--- src/rtl/fetch_unit_if.sv ---
// Fetch-stage bundle: instruction memory port, decoder port,
// execute-stage redirect and the architectural PC.
interface fetch_unit_if;
  logic        imem_req;
  logic [31:0] imem_addr;
  logic        imem_ack;
  logic [31:0] imem_rdata;
  logic        instr_valid;
  logic [31:0] instr;
  logic [31:0] instr_pc;
  logic        instr_ready;
  logic        halt;
  logic        br_taken;
  logic [31:0] br_target;
  logic [31:0] pc;

  modport master (
    output imem_req,
    output imem_addr,
    input  imem_ack,
    input  imem_rdata,
    output instr_valid,
    output instr,
    output instr_pc,
    input  instr_ready,
    input  halt,
    input  br_taken,
    input  br_target,
    output pc
  );

  modport slave (
    input  imem_req,
    input  imem_addr,
    output imem_ack,
    output imem_rdata,
    input  instr_valid,
    input  instr,
    input  instr_pc,
    output instr_ready,
    output halt,
    output br_taken,
    output br_target,
    input  pc
  );
endinterface

--- src/rtl/fetch_unit.sv ---
// Instruction fetch stage: one outstanding word fetch, one-word
// buffer to the decoder, branch redirect and permanent halt.
module fetch_unit #(
  parameter logic [31:0] RESET_PC = 32'h0000_0000
) (
  input logic         clk,
  input logic         rst,
  fetch_unit_if.master f
);

  typedef enum logic [2:0] {
    IDLE,
    FETCH,
    HOLD,
    FLUSH,
    HALTED
  } state_t;

  state_t      state;
  state_t      state_n;
  logic [31:0] pc_q;
  logic [31:0] pc_n;
  logic [31:0] addr_q;
  logic [31:0] addr_n;
  logic [31:0] instr_q;
  logic [31:0] instr_n;
  logic [31:0] ipc_q;
  logic [31:0] ipc_n;
  logic        valid_q;
  logic        valid_n;
  logic [31:0] tgt;
  logic        take;

  assign tgt  = f.br_target & ~32'h3;
  assign take = valid_q & f.instr_ready;

  always_ff @(posedge clk or posedge rst) begin
    if (rst) begin
      state   <= IDLE;
      pc_q    <= RESET_PC;
      addr_q  <= '0;
      instr_q <= '0;
      ipc_q   <= '0;
      valid_q <= 1'b0;
    end else begin
      state   <= state_n;
      pc_q    <= pc_n;
      addr_q  <= addr_n;
      instr_q <= instr_n;
      ipc_q   <= ipc_n;
      valid_q <= valid_n;
    end
  end

  // addr_q is the request address; it only moves when a new
  // request starts, so it stays put through FLUSH.
  always_comb begin
    state_n = state;
    pc_n    = pc_q;
    addr_n  = addr_q;
    instr_n = instr_q;
    ipc_n   = ipc_q;
    valid_n = valid_q;
    unique case (state)
      IDLE: begin
        state_n = FETCH;
        addr_n  = pc_q;
      end
      FETCH: begin
        if (f.br_taken) begin
          pc_n    = tgt;
          valid_n = 1'b0;
          if (f.imem_ack) begin
            state_n = FETCH;
            addr_n  = tgt;
          end else begin
            state_n = FLUSH;
          end
        end else if (f.imem_ack) begin
          instr_n = f.imem_rdata;
          ipc_n   = pc_q;
          pc_n    = pc_q + 32'd4;
          valid_n = 1'b1;
          state_n = HOLD;
        end
      end
      HOLD: begin
        if (take && f.halt) begin
          valid_n = 1'b0;
          state_n = HALTED;
        end else if (f.br_taken) begin
          pc_n    = tgt;
          addr_n  = tgt;
          valid_n = 1'b0;
          state_n = FETCH;
        end else if (take) begin
          valid_n = 1'b0;
          addr_n  = pc_q;
          state_n = FETCH;
        end
      end
      FLUSH: begin
        if (f.br_taken) begin
          pc_n = tgt;
        end
        if (f.imem_ack) begin
          addr_n  = f.br_taken ? tgt : pc_q;
          state_n = FETCH;
        end
      end
      HALTED: begin
        valid_n = 1'b0;
      end
      default: begin
        state_n = IDLE;
      end
    endcase
  end

  assign f.imem_req    = (state == FETCH) || (state == FLUSH);
  assign f.imem_addr   = addr_q;
  assign f.instr_valid = valid_q;
  assign f.instr       = instr_q;
  assign f.instr_pc    = ipc_q;
  assign f.pc          = pc_q;

endmodule

--- src/flat_wrapper.sv ---
// flat-port wrapper written by rule: the top's interface ports become plain ports
module fetch_unit_flat 
#(
  parameter logic [31:0] RESET_PC = 32'h0000_0000
)
  (clk, rst, f_imem_req, f_imem_addr, f_imem_ack, f_imem_rdata, f_instr_valid, f_instr, f_instr_pc, f_instr_ready, f_halt, f_br_taken, f_br_target, f_pc);
  fetch_unit_if f_i ();
  input logic clk;
  input logic rst;
  output wire logic [$bits(f_i.imem_req)-1:0] f_imem_req;
  output wire logic [$bits(f_i.imem_addr)-1:0] f_imem_addr;
  input wire logic [$bits(f_i.imem_ack)-1:0] f_imem_ack;
  input wire logic [$bits(f_i.imem_rdata)-1:0] f_imem_rdata;
  output wire logic [$bits(f_i.instr_valid)-1:0] f_instr_valid;
  output wire logic [$bits(f_i.instr)-1:0] f_instr;
  output wire logic [$bits(f_i.instr_pc)-1:0] f_instr_pc;
  input wire logic [$bits(f_i.instr_ready)-1:0] f_instr_ready;
  input wire logic [$bits(f_i.halt)-1:0] f_halt;
  input wire logic [$bits(f_i.br_taken)-1:0] f_br_taken;
  input wire logic [$bits(f_i.br_target)-1:0] f_br_target;
  output wire logic [$bits(f_i.pc)-1:0] f_pc;
  assign f_imem_req = f_i.imem_req;
  assign f_imem_addr = f_i.imem_addr;
  assign f_i.imem_ack = f_imem_ack;
  assign f_i.imem_rdata = f_imem_rdata;
  assign f_instr_valid = f_i.instr_valid;
  assign f_instr = f_i.instr;
  assign f_instr_pc = f_i.instr_pc;
  assign f_i.instr_ready = f_instr_ready;
  assign f_i.halt = f_halt;
  assign f_i.br_taken = f_br_taken;
  assign f_i.br_target = f_br_target;
  assign f_pc = f_i.pc;
  fetch_unit #(.RESET_PC(RESET_PC)) u_core (.clk(clk), .rst(rst), .f(f_i));
endmodule
--- config.mk ---
export PLATFORM = sky130hd
export DESIGN_NAME = fetch_unit_flat
export DESIGN_NICKNAME = d
export VERILOG_FILES = /design/src/rtl/fetch_unit_if.sv /design/src/rtl/fetch_unit.sv /design/src/flat_wrapper.sv
export SDC_FILE = /design/constraint.sdc
export NUM_CORES = 1
export LEC_CHECK = 0
export CORE_MARGIN = 5
export CORE_UTILIZATION = 50
export CTS_CLUSTER_DIAMETER = 120
export DETAILED_ROUTE_END_ITERATION = 10
export GPL_ROUTABILITY_DRIVEN = 0
export GPL_TIMING_DRIVEN = 0
export HOLD_SLACK_MARGIN = 0.05
export PLACE_DENSITY = 0.86
export SKIP_LAST_GASP = 1
export SYNTH_ARGS = -nofsm -noshare
export SYNTH_HDL_FRONTEND = slang
export SYNTH_SLANG_ARGS = --single-unit
--- constraint.sdc ---
create_clock -name clk -period 11.7 [get_ports clk]
set_input_delay 2.34 -clock clk [delete_from_list [all_inputs] [get_ports clk]]
set_output_delay 2.34 -clock clk [all_outputs]
set_load 0.02 [all_outputs]
==> impl_metrics.py <==
metrics = {
    "hold_path": {
        "hold_path_end": "u_core.f.instr_pc[9]$_DFFE_PP0P_",
        "hold_depth": 1,
        "min_from": "u_core.f.instr_pc[9]$_DFFE_PP0P_",
        "hold_class": "flop to flop",
    },
    "status": {
        "status": "finished, final reports clean",
    },
    "setup_path": {
        "end_kind": "flop",
        "reg2reg_to": "u_core.f.instr_pc[2]$_DFFE_PP0P_",
        "arrival_ns": 4.98,
        "crit_type": "input port to flop",
        "reg2reg_slack_ns": 9.10,
        "crit_fanout": 10,
        "rr_worst_depth": 8,
        "cp.required_ns": 11.98,
        "reg2reg_from": "u_core.state[1]$_DFFE_PP0P_",
        "cp-start-kind": "input port",
        "startpoint": "f_br_taken",
    },
    "global_route": {
        "grt_pass1_wl_mm": 32.33,
        "overflow": 0,
        "antenna_found_initial": 0,
        "first_global_vias": 6113,
        "grt_max_degree": 77,
        "track_usage_pct": 28.09,
    },
    "detailed_routing": {
        "drt-pass1-iter-count": 5,
        "ant_nets": 0,
        "routed_wl_mm": 20.64,
        "drt-initial-drc-count": 653,
        "drc": 0,
        "post_drt_wl_per_cell_um": 21.13,
        "vias": 5831,
        "viasPerCell": 5.968,
    },
    "floorplanning": {
        "start_util_pct": 51.48,
        "row_count": 40,
        "dieArea_um2": 14800,
        "die_h_um": 121.7,
        "core_um2": 12110,
        "fp.dieW_um": 121.7,
        "ioPinCount": 200,
    },
    "clocking": {
        "cts_tree": "done",
        "numClockSinks": 132,
        "clk_pin_slew_ns": 0.06,
        "ctsHoldBuffers": 0,
        "numCtsBuffers": 17,
        "post_cts_buffers": 0,
        "cts_resized": 0,
        "cts-root-buf": "clkbuf_16",
        "htreeDepth": 4,
        "worstSkewPairLatency_ns": 0.43,
        "clockBufferDepth": 2,
    },
    "sta": {
        "max-slew-margin-rel_pct": 30.40,
        "hold_viol": 0,
        "finClkSkew_ns": 0.006462,
        "tightest_slew_ns": 1.042,
        "setup_tns_ns": 0,
        "max_freq_ghz": 0.2131,
        "rsz0062_at_grt": "false",
        "report.final.slew_viol_count": 0,
        "finalSetupViolations": 0,
        "min_period_ns": 4.693,
        "fin_crit_sh_pct": 40.11,
    },
    "synth": {
        "synth_compound_gate_area_share_pct": 13.87,
        "synthAdderAreaFrac_pct": 0.2007,
        "synthXorXnorAreaFrac_pct": 0,
        "synth-edff-count": 0,
        "synthSimpleGateAreaFrac_pct": 12.72,
        "syn_area_per_cell_um2": 10.75,
        "synth_seq_area_share_pct": 52.98,
        "synth_top_family_by_area": "multiplexers",
        "ys_ff_latch": 132,
        "syn_area_um2": 6235,
        "yosysTopAreaCellShare_pct": 52.98,
        "yosysWarningCount": 0,
        "ys_types": 52,
        "yosys.area.top_type": "dfrtp_1",
        "muxShareOfSynthArea_pct": 16.70,
        "async_reset_ff_share_pct": 100.0,
        "synthTopCellsByArea": "dfrtp_1 (53%), mux2_2 (12%), mux2i_1 (5.1%)",
        "syn_inst": 580,
        "syn_nets": 651,
        "ys.flop_type": "dfrtp_1",
    },
    "power": {
        "power_leakage_nw": 3.730,
        "clockPowerShare_pct": 23.4,
        "seq_power_share_pct": 32.2,
        "p_int_mw": 1.562,
        "power_frac_comb_pct": 44.4,
        "vdd_drop_max_mv": 0.1582,
        "p_sw_mw": 0.9329,
        "power_density_nw_per_um2": 274.8,
        "switching_share_pct": 37.39,
    },
    "place": {
        "portBuffers": 196,
        "hpwl_mm": 14.62,
        "place_area_um2": 8439,
    },
    "finish": {
        "drive_gt1_share_pct": 14.71,
        "area_growth_pct": 45.64,
        "diodes": 0,
        "final_nets": 867,
        "final_area_um2": 9080,
    },
    "job": {
        "drv_cap": 0,
    },
}
## synthesized netlist by cell type (2+ instances only)
cell	count
nand2_1	32
nor2_1	57
or3_1	5
nand4_1	7
nor4_1	9
o22ai_1	3
o22a_1	5
a22oi_1	2
nor3_1	5
o211ai_1	2
and2_1	5
clkbuf_1	26
or4_1	3
buf_2	14
o41ai_1	2
a21oi_1	62
nor4_2	2
mux2_2	64
o21ai_0	23
nand2b_1	4
and4_1	2
a211oi_1	5
nor2b_1	2
inv_1	9
a22o_1	2
o31ai_1	4
buf_1	2
mux2i_1	32
a32oi_1	2
and3_1	3
nand3_1	19
o21a_1	3
a2bb2oi_1	3
nand3b_1	2
o2bb2ai_1	5
dfrtp_1	132
a31oi_1	4
a41o_1	3
## cell type report
cell class,instances,area (µm²)
Sequential cell,132,3303
Fill cell,850,3032
Multi-Input combinational cell,396,2711
Timing Repair Buffer,197,1989
Clock buffer,21,460.4
Tap cell,168,210.2
Buffer,43,186.4
Clock inverter,11,180.2
Inverter,9,38.79
## worst max-delay path by stage
stage | to | cells past startpoint
6_report | u_core.f.imem_addr[29]$_DFFE_PP0P_ | 7
5_1_grt | u_core.f.imem_addr[23]$_DFFE_PP0P_ | 7
4_1_cts | u_core.f.imem_addr[29]$_DFFE_PP0P_ | 7
3_5_place_dp | u_core.f.imem_addr[29]$_DFFE_PP0P_ | 7
3_3_place_gp | u_core.f.instr_pc[10]$_DFFE_PP0P_ | 2
2_1_floorplan | u_core.f.imem_addr[0]$_DFFE_PP0P_ | 1
## flip-flops by register name, summed over array words and instances (netlist names)
| signal | cells |
|---|---|
| u_core.f.instr | 32 |
| u_core.f.instr_valid | 1 |
| u_core.state | 3 |
| u_core.f.imem_addr | 32 |
| u_core.f.instr_pc | 32 |
| u_core.f.pc | 32 |
## power groups by stage
| stage | clock network [mW] | registers, mW | logic (mW) |
|---|---|---|---|
| floorplan | 0 | 1.01 | 0.339 |
| global placement | 0 | 0.786 | 1.08 |
| detailed placement | 0 | 0.803 | 1.10 |
| CTS | 0.588 | 0.801 | 1.11 |
| global route | 0.608 | 0.827 | 1.17 |
| finish | 0.583 | 0.803 | 1.11 |
## through the flow
step                      setup slack (ns)  util [%]  hold WS, ns  instances  power [mW]
after floorplan                      5.834         -       0.6211        580       1.345
after global placement               4.140     69.41       0.4881        944       1.862
after detailed placement             6.686     69.68       0.4958        945       1.904
after CTS                            7.130     74.97       0.5080        977       2.503
after global routing                 6.975     74.97       0.5299        977       2.606
final                                7.007     74.97       0.5020        977       2.495
## cell families after synthesis
logic type               Yosys count
AO/OA/AOI/OAI                    138
adder cells (fa/ha/maj)            1
buffers and inverters             52
flip-flops                       132
multiplexers                      96
AND/OR/NAND/NOR                  161
## routing by layer
| layer | GRT usage (%) | wire [µm] | up-vias |
|---|---|---|---|
| met5 | 0 | 0 | - |
| met4 | 12.25 | 597 | 0 |
| met3 | 11.33 | 2526 | 69 |
| met2 | 45.49 | 9927 | 417 |
| met1 | 33.06 | 7587 | 2799 |
| li1 | - | - | 2546 |
## worst max-delay path, cell delays in order
cell             delay (ns)
clkdlybuf4s50_1        0.67
clkbuf_1               0.41
nand2_1                0.11
a21oi_1                0.63
buf_2                  0.44
mux2i_1                0.28
a21oi_1                0.09
## cells in the final DEF, fill, tap and decap left out, types with 4 or more instances in the layout
cell,count
mux2i_1,32
bufinv_16,5
nor3_1,5
o2bb2ai_1,5
inv_1,8
nand2_1,32
a211oi_1,5
a31oi_1,4
o31ai_1,4
or3_1,5
o21ai_0,23
clkbuf_1,28
dfrtp_1,132
nor2_1,57
nor4_1,9
clkbuf_16,17
mux2_2,64
and2_1,5
nand3_1,19
o22a_1,5
nand4_1,7
buf_2,14
nand2b_1,4
clkinv_2,6
clkdlybuf4s50_1,196
a21oi_1,62
No activity file was read; power rests on OpenSTA's default activity.
